--- config.mk ---
export PLATFORM = sky130hd
export DESIGN_NAME = bp_top_linear_pipe
export DESIGN_NICKNAME = d
export VERILOG_FILES = /design/src/rtl/bp_top_linear_pipe.sv
export SDC_FILE = /design/constraint.sdc
export NUM_CORES = 1
export LEC_CHECK = 0
export ABC_AREA = 1
export BUFFER_PORTS_ARGS = -buffer_cell sky130_fd_sc_hd__buf_2
export CAP_MARGIN = 20
export CORE_AREA = 4 4 145 147
export DETAILED_ROUTE_END_ITERATION = 10
export DIE_AREA = 0 0 149 151
export PLACE_DENSITY = 0.95
export SYNTH_ARGS = -nofsm -noshare
export SYNTH_HDL_FRONTEND = slang
export SYNTH_HIERARCHICAL = 1
export SYNTH_SLANG_ARGS = --single-unit
--- constraint.sdc ---
create_clock -name i_clk -period 2.9 [get_ports i_clk]
set_input_delay 0.435 -clock i_clk [delete_from_list [all_inputs] [get_ports i_clk]]
set_output_delay 0.435 -clock i_clk [all_outputs]
set_load 0.02 [all_outputs]
--- src/rtl/bp_top_linear_pipe.sv ---
// bp_top_linear_pipe: pipelined, share-wise Boyar-Peralta top linear layer.
// Each lane maps one d-share masked byte to 22 masked terms. XOR is applied
// per share. XNOR inverts share 0 only, so shares never mix.
// Optional feature macro: BP_LIN_INV_EN adds the inverse-affine pre-stage
// selected by i_in_mode. Without the macro, i_in_mode is ignored.

`ifdef BP_LIN_INV_EN
// Inverse affine pre-map for one lane: rotl1^rotl3^rotl6 per share, 0x05 on share 0.
module bp_inv_aff_lane #(
    parameter int d = 2
) (
    input  logic           i_mode,
    input  logic [8*d-1:0] i_bits,
    output logic [8*d-1:0] o_bits
);
    logic [d-1:0][7:0] w_b;
    logic [d-1:0][7:0] w_a;

    for (genvar s = 0; s < d; s++) begin : g_sh
        localparam logic [7:0] CST = (s == 0) ? 8'h05 : 8'h00;
        // Gather share s into a byte. Top bit i_j is byte bit 7-j.
        for (genvar j = 0; j < 8; j++) begin : g_bit
            assign w_b[s][7-j]    = i_bits[j*d+s];
            assign o_bits[j*d+s]  = i_mode ? w_a[s][7-j] : w_b[s][7-j];
        end
        assign w_a[s] = {w_b[s][6:0], w_b[s][7]}
                      ^ {w_b[s][4:0], w_b[s][7:5]}
                      ^ {w_b[s][1:0], w_b[s][7:2]}
                      ^ CST;
    end
endmodule
`endif

// Top linear layer for one lane. All signals are d-share vectors.
module bp_lin_lane #(
    parameter int d = 2
) (
    input  logic [8*d-1:0]  i_bits,
    output logic [22*d-1:0] o_terms
);
    // XNOR on a masked value: flip share 0 only.
    localparam logic [d-1:0] NOT0 = {{(d-1){1'b0}}, 1'b1};

    logic [d-1:0] w_i0, w_i1, w_i2, w_i3, w_i4, w_i5, w_i6, w_i7;
    logic [d-1:0] w_t1, w_t2, w_t3, w_t4, w_t6, w_t8, w_t9, w_t10;
    logic [d-1:0] w_t13, w_t14, w_t15, w_t16, w_t17, w_t19, w_t20, w_t22;
    logic [d-1:0] w_t23, w_t24, w_t25, w_t26, w_t27, w_y5;
    logic [d-1:0] w_r5, w_r13, w_r17, w_r18, w_r19;

    assign w_i0 = i_bits[0*d +: d];
    assign w_i1 = i_bits[1*d +: d];
    assign w_i2 = i_bits[2*d +: d];
    assign w_i3 = i_bits[3*d +: d];
    assign w_i4 = i_bits[4*d +: d];
    assign w_i5 = i_bits[5*d +: d];
    assign w_i6 = i_bits[6*d +: d];
    assign w_i7 = i_bits[7*d +: d];

    // First level
    assign w_t23 = w_i7 ^ w_i4;
    assign w_t22 = w_i6 ^ w_i4 ^ NOT0;
    assign w_t2  = w_i7 ^ w_i6 ^ NOT0;
    assign w_t1  = w_i4 ^ w_i3;
    assign w_t24 = w_i3 ^ w_i0 ^ NOT0;
    assign w_r5  = w_i1 ^ w_i0;

    // Second level
    assign w_t8  = w_i6 ^ w_t23 ^ NOT0;
    assign w_t19 = w_t22 ^ w_r5;
    assign w_t9  = w_i0 ^ w_t1 ^ NOT0;
    assign w_t10 = w_t2 ^ w_t24;
    assign w_t13 = w_t2 ^ w_r5;
    assign w_t3  = w_t1 ^ w_r5;
    assign w_t25 = w_i5 ^ w_t1 ^ NOT0;

    // Third level
    assign w_r13 = w_i6 ^ w_i1;
    assign w_t17 = w_i5 ^ w_t19 ^ NOT0;
    assign w_t20 = w_t24 ^ w_r13;
    assign w_t4  = w_i3 ^ w_t8;

    assign w_r17 = w_i5 ^ w_i2 ^ NOT0;
    assign w_r18 = w_i2 ^ w_i1 ^ NOT0;
    assign w_r19 = w_i5 ^ w_i3 ^ NOT0;

    // Last level
    assign w_y5  = w_i7 ^ w_r17;
    assign w_t6  = w_t22 ^ w_r17;
    assign w_t16 = w_r13 ^ w_r19;
    assign w_t27 = w_t1 ^ w_r18;
    assign w_t15 = w_t10 ^ w_t27;
    assign w_t14 = w_t10 ^ w_r18;
    assign w_t26 = w_t3 ^ w_t16;

    // Term k=0 sits in the least significant d bits.
    assign o_terms = {w_y5, w_t27, w_t26, w_t25, w_t24, w_t23, w_t22, w_t20,
                      w_t19, w_t17, w_t16, w_t15, w_t14, w_t13, w_t10, w_t9,
                      w_t8, w_t6, w_t4, w_t3, w_t2, w_t1};
endmodule

// Pipelined wrapper: NLANES lanes, PIPE register stages, valid/ready chain.
module bp_top_linear_pipe #(
    parameter int d      = 2,
    parameter int NLANES = 4,
    parameter int PIPE   = 1
) (
    input  logic                   i_clk,
    input  logic                   i_rst,
    input  logic                   i_in_valid,
    output logic                   o_in_ready,
    input  logic                   i_in_mode,
    input  logic [NLANES*8*d-1:0]  i_in_data,
    output logic                   o_out_valid,
    input  logic                   i_out_ready,
    output logic [NLANES*22*d-1:0] o_out_data
);
    localparam int BW = NLANES*8*d;
    localparam int TW = NLANES*22*d;

    logic [BW-1:0] w_pre;
    logic [BW-1:0] w_lin_in;
    logic [TW-1:0] w_terms;
    logic [TW-1:0] r_terms;
    logic [PIPE:1] r_vld;
    logic [PIPE:1] w_ld;

`ifdef BP_LIN_INV_EN
    for (genvar l = 0; l < NLANES; l++) begin : g_aff
        bp_inv_aff_lane #(.d(d)) u_aff (
            .i_mode (i_in_mode),
            .i_bits (i_in_data[l*8*d +: 8*d]),
            .o_bits (w_pre[l*8*d +: 8*d])
        );
    end
`else
    // Mode is accepted on the port but has no effect in this build.
    logic w_unused_mode;
    assign w_unused_mode = i_in_mode;
    assign w_pre         = i_in_data;
`endif

    for (genvar l = 0; l < NLANES; l++) begin : g_lin
        bp_lin_lane #(.d(d)) u_lin (
            .i_bits  (w_lin_in[l*8*d +: 8*d]),
            .o_terms (w_terms[l*22*d +: 22*d])
        );
    end

    if (PIPE == 1) begin : g_p1
        assign w_lin_in = w_pre;
        assign w_ld[1]  = !r_vld[1] || i_out_ready;

        // Single stage: register the terms straight after the linear map.
        always_ff @(posedge i_clk) begin
            if (i_rst) begin
                r_vld[1] <= 1'b0;
                r_terms  <= '0;
            end else if (w_ld[1]) begin
                r_vld[1] <= i_in_valid;
                if (i_in_valid) r_terms <= w_terms;
            end
        end
    end else begin : g_p2
        logic [BW-1:0] r_byte;

        assign w_lin_in = r_byte;
        assign w_ld[2]  = !r_vld[2] || i_out_ready;
        assign w_ld[1]  = !r_vld[1] || w_ld[2];

        // Two stages: byte shares (after the optional affine), then the terms.
        always_ff @(posedge i_clk) begin
            if (i_rst) begin
                r_vld   <= '0;
                r_byte  <= '0;
                r_terms <= '0;
            end else begin
                if (w_ld[1]) begin
                    r_vld[1] <= i_in_valid;
                    if (i_in_valid) r_byte <= w_pre;
                end
                if (w_ld[2]) begin
                    r_vld[2] <= r_vld[1];
                    if (r_vld[1]) r_terms <= w_terms;
                end
            end
        end
    end

    assign o_in_ready  = w_ld[1] && !i_rst;
    assign o_out_valid = r_vld[PIPE];
    assign o_out_data  = r_terms;
endmodule

==> flow_summary.toml, run 1 <==
[routing]
dr.first_iter.drc_count = 785
antenna_violating_nets_post_route = 0
route.detailed.vias_per_inst = 5.03
post-route-drc-count = 0
drt-wirelength-per-cell_um = 12.7
route.final.wire_length_um = 29700
count_of_vias_placed_by_the_detailed_router = 11800
drt_pre_antenna_iters = 5

[placement]
dp.cells = 2309
post-place-ws_ns = 1.08
gp_congestion = 0.926
port_buffers = 245
place_hpwl_um = 21800

[logic_synthesis]
synth_largest_type_area_fraction_pct = 29.7
synth_edf_count = 0
syn_inst = 1892
yosysTopAreaCell = "dfxtp_1"
yosys.cell_types.count = 19
mappedNetlistNets = 1961
synth_top_cells_by_area = "dfxtp_1 (30%), nand2_1 (20%), nand3_1 (8.1%)"
syn_area_um2 = 11900
main_flop_type_after_synthesis = "dfxtp_1"
top_cells_by_count_synth = "nand2_1 (648), inv_1 (213), nand3_1 (192)"
synth_async_sr_flop_share_pct = 0
yosys_warnings = 6
synth-seq-area-share_pct = 29.7
synth.most_common_cell = "nand2_1"
flops_latches_synth = 177
post_synth.cell_area_avg_um2 = 6.30

[worst_setup_path]
crit_path_max_fanout = 95
worstRegToRegCells = 5
cp_data_required_time_ns = 3.26
cp-start-kind = "register"
path_cells = "nand2_8 -> buf_12 -> nand3_1 -> nand2_1 -> nor2_1"
levels_on_crit_path = 5
worstSetupPathType = "reg -> reg"
critical_path_arrival_ns = 2.00
endpoint_kind = "register"
critPathMaxStageDelay_ns = 0.45
critPathSlowestCell = "dfxtp_1"
critical_path.top_delay_family = "simple AND/OR/NAND/NOR gates"
critical_path_buffer_and_inverter_count = 1

[cts]
tritoncts_num_sinks = 177
clock_tree.htree_level_count = 4
cts-hold-fix-buffers = 0
clk_root_buffer_cell = "clkbuf_16"
cts_buffer_depth = 2
clk_latency_ns = 0.43
tritoncts = "yes"
post_cts_setup_buffer_count = 0
numCtsBuffers = 17
cts.reportedPaths.clkPinSlew_ns = 0.07
cts_resized = 0

[sta]
fin_crit_ns = 1.64
finalHoldViolations = 0
slew-limit-headroom_pct = 56.9
timing.final.ws_setup_ns = 1.26
report.final.setup_viol = 0
setup-tns-final_ns = 0
finalCritPeriodShare_pct = 56.7
timing.clock.skew_ns = 0.0118
worst_pin_slew_ns = 0.645
fmax_mhz = 608
maxSlewViolCount = 0
unrepaired_setup_endpoints_after_global_routing = "false"

[grt]
grt_start_max_net_pins = 96
grt_usage_pct = 25.6
antenna_found_initial = 2
grt_pass1_wl_um = 48400
overflow = 0
first_global_vias = 10400

[pwr]
switching_share_pct = 35.8
seq_power_share_pct = 38.5
vdd_drop_max_v = 0.000395
switchingPower_uw = 2590
power.internal_uw = 4650
cellPowerDensity_nw_per_um2 = 533
comb_power_share_pct = 29.8
leak_pwr_uw = 0.00776
clock_power_share_pct = 31.7

[cells_and_area]
nets = 2127
multi_input_area_um2 = 6590
num-fill-cells = 1706
layout-area-overhead-vs-synth_pct = 14.0
post_route_cells_drive_above_1_share_pct = 24.1
final-seq-area_um2 = 3540
layout.cells.non_filler = 2343

[floorplan]
num_rows = 52
chipWidth_um = 149
die_y_um = 151
boundaryPins = 247
placeableCoreArea_um2 = 19900
die_area_um2 = 22500
initial_core_util_pct = 59.9

[worst_hold_path]
worstHoldPathType = "in -> reg"
worstHoldPathCells = 2

[status]
status = "complete, no violations"

[run]
cap_viol_max_count = 0
==> sequential cells by signal (all words and copies together), names as in the netlist <==
name / cells
o_out_data: 176
o_out_valid: 1
==> kinds of logic after synthesis <==
family                    synth area share, %
and+or+nand+nor                          35.5
buffers and inverters                    15.1
AOI/OAI and AO/OA                        10.6
DFF                                      29.7
xor gates and xnor gates                 9.03
==> through the flow <==
stage,utilization (%),total power [µW],hold WS (ns),cell area [µm²]
2_1_floorplan,-,4440,0.504,11900
3_3_place_gp,65.3,4910,0.456,13000
3_5_place_dp,65.3,4980,0.463,13000
4_1_cts,68.2,7280,0.219,13600
5_1_grt,68.2,7660,0.221,13600
6_report,68.2,7240,0.238,13600
==> placed cells by master, fill, tap and decap left out, drive strengths merged <==
cell type / n
nand2: 677
inv: 279
buf: 264
nand3: 192
a21oi: 178
dfxtp: 177
nor2: 176
xor2: 60
xnor2: 44
clkbuf: 18
clkinvlp: 4
diode: 2
clkinv: 1
bufinv: 1
==> final timing paths <==
kind / startpoint / to / slack, ns
worst min register to register: o_out_data[168] / o_out_data[168] / 0.48
worst min-delay path: i_rst / o_out_valid / 0.24
worst max-delay path: o_out_valid / o_out_data[95] / 1.26
worst max register to register: o_out_valid / o_out_data[95] / 1.26
==> worst register-to-register path: cells and delay by family (launching register included) <==
kind,cells,cell delay (ns)
and+or+nand+nor,4,0.75
DFF,1,0.45
buffers and inverters,1,0.39
==> power groups by stage <==
stage               clock, µW  sequential (µW)  combinational (µW)
floorplan                   0             3100                1340
CTS                      2340             2790                2150
finish                   2300             2790                2150
global route             2440             2810                2410
detailed placement          0             2840                2140
global placement            0             2830                2080
==> metal layers <==
layer / track usage (%) / up-vias / share of wire (%)
met4: 10.3 / 0 / 3.4
met1: 32.9 / 5273 / 43
met5: 0 / - / 0
met2: 42.7 / 382 / 48
met3: 4.43 / 76 / 6.0
li1: - / 6055 / -
==> cell type report <==
class	instances	area share (%)
antenna	2	0.0369
inverter	271	7.51
clock inverter	14	1.03
multi-input combinational	1327	48.5
tap	270	2.49
timing repair buffer	264	11.1
sequential	177	26.1
clock buffer	18	3.23
(Power assumes the default switching activity.)
==> run 2: changes to the inputs <==
--- a/config.mk
+++ b/config.mk
@@ -8,10 +8,10 @@
 export ABC_AREA = 1
 export BUFFER_PORTS_ARGS = -buffer_cell sky130_fd_sc_hd__buf_2
 export CAP_MARGIN = 20
-export CORE_AREA = 4 4 145 147
+export CORE_AREA = 4 4 151 153
 export DETAILED_ROUTE_END_ITERATION = 10
-export DIE_AREA = 0 0 149 151
-export PLACE_DENSITY = 0.95
+export DIE_AREA = 0 0 155 157
+export PLACE_DENSITY = 0.92
 export SYNTH_ARGS = -nofsm -noshare
 export SYNTH_HDL_FRONTEND = slang
 export SYNTH_HIERARCHICAL = 1
==> constraint.sdc (replaced) <==
create_clock -name i_clk -period 1.65 [get_ports i_clk]
set_input_delay 0.2475 -clock i_clk [delete_from_list [all_inputs] [get_ports i_clk]]
set_output_delay 0.2475 -clock i_clk [all_outputs]
set_load 0.02 [all_outputs]
==> flow_summary.toml, run 2 (synthesized netlist as in run 1, its figures left out) <==
[status]
status = "complete, no violations"

[worst_setup_path]
crit_path_max_fanout = 40
critPathSlowestCell = "buf_4"
critical_path.startpoint = "o_out_valid"
r2r_start = "o_out_valid"
critPathMaxStageDelay_ns = 0.43
path_cells = "nand2_8 -> buf_4 -> nand3_1 -> nand2_1 -> nor2_1"
worstSetupPathType = "reg -> reg"
endpoint_kind = "register"
cp-start-kind = "register"
timing.reg2reg.setup_slack_ns = 0.14
r2r-end = "o_out_data[55]"
critical_path_arrival_ns = 1.82
cp_data_required_time_ns = 1.96
worstRegToRegCells = 5
setup.worst_path.end = "o_out_data[55]"

[cts]
post_cts_setup_buffer_count = 0
tritoncts = "yes"
cts_resized = 0
cts.reportedPaths.clkPinSlew_ns = 0.07
tritoncts_num_sinks = 177
numCtsBuffers = 17
clock_tree.htree_level_count = 4
clk_latency_ns = 0.43
cts-hold-fix-buffers = 0
clk_root_buffer_cell = "clkbuf_16"
cts_buffer_depth = 2

[floorplan]
die_y_um = 157
die_area_um2 = 24300
chipWidth_um = 155
placeableCoreArea_um2 = 21600
initial_core_util_pct = 55.3
boundaryPins = 247
num_rows = 54

[placement]
gp_congestion = 0.915
port_buffers = 245
dp.cells = 2324
post-place-ws_ns = 0.158
dpl_cell_area_um2 = 13100
place_hpwl_um = 22400

[routing]
post-route-drc-count = 0
dr.first_iter.drc_count = 760
drt_pre_antenna_iters = 6
route.final.wire_length_um = 30500
drt-wirelength-per-cell_um = 13.0
route.detailed.vias_per_inst = 5.02
antenna_violating_nets_post_route = 0
count_of_vias_placed_by_the_detailed_router = 11800

[sta]
maxSlewViolCount = 0
fin_crit_ns = 1.51
setup-tns-final_ns = 0
worst_pin_slew_ns = 0.405
report.final.setup_viol = 0
finalCritPeriodShare_pct = 91.4
slew-limit-headroom_pct = 73.0
timing.clock.skew_ns = 0.00998
timing.final.ws_setup_ns = 0.141
fmax_mhz = 663
unrepaired_setup_endpoints_after_global_routing = "false"
finalHoldViolations = 0

[cells_and_area]
post_route_cells_drive_above_1_share_pct = 24.3
layout-area-overhead-vs-synth_pct = 14.7
num-fill-cells = 1880
finalInstanceArea_um2 = 13700
layout.cells.non_filler = 2356
antenna_cells = 0
flip_flop_count_of_the_largest_register_after_layout = 176
nets = 2132
most_used_cells_in_the_layout_excluding_fill_and_tap_cells = "nand2_1 (648), buf_2 (244), inv_1 (213)"
layout.cells.most_common = "nand2_1"
finalCoreUtilization_pct = 63.4

[worst_hold_path]
worstHoldPathCells = 2
worstHoldPathType = "in -> reg"

[grt]
overflow = 0
antenna_found_initial = 0
grt_usage_pct = 24.4
grt_start_max_net_pins = 89
grt_pass1_wl_um = 50100
first_global_vias = 10900

[pwr]
vdd_drop_max_v = 0.000593
cellPowerDensity_nw_per_um2 = 944
leak_pwr_uw = 0.00781

[run]
cap_viol_max_count = 0
-- run 2: final cells by class --
class	count	area, µm²	area share [%]
flip-flops and latches	177	3540	25.9
well taps	280	350	2.56
clock buffers	17	425	3.11
clock inverters	15	173	1.26
multi-input cells	1327	6590	48.2
repair buffers	269	1570	11.5
inverters	271	1020	7.46
-- run 2: worst min-delay path by stage --
| stage | end | slack [ns] | startpoint |
|---|---|---|---|
| 5_1_grt | o_out_valid | 0.06 | i_rst |
| 3_5_place_dp | o_out_data[118] | 0.46 | o_out_data[118] |
| 6_report | o_out_valid | 0.07 | i_rst |
| 2_1_floorplan | o_out_valid | 0.32 | i_rst |
| 3_3_place_gp | o_out_data[143] | 0.45 | o_out_data[143] |
| 4_1_cts | o_out_valid | 0.05 | i_rst |
-- run 2: worst max-delay path, delay by kind of cell, from the launching register on --
kind,cells,cell delay (ns)
simple gates,4,0.59
buf+inv,1,0.43
flops,1,0.37
-- run 2: metrics by stage --
step	total power, µW	hold slack [ns]
5_1_grt	13600	0.0589
6_report	12900	0.0716
3_5_place_dp	8780	0.464
4_1_cts	13000	0.0532
3_3_place_gp	8670	0.455
2_1_floorplan	7800	0.317
-- run 2: where the power goes --
part / switching (µW) / internal, µW
registers: 250 / 4660
clock network: 1900 / 2280
logic: 2460 / 1350
-- run 2: per-layer routing --
metal / up-vias / track usage (%) / wire (µm)
li1: 6071 / - / -
met3: 86 / 3.46 / 1660
met4: 0 / 11.2 / 1240
met5: - / 0 / 0
met1: 5278 / 30.4 / 13000
met2: 397 / 41.9 / 14700
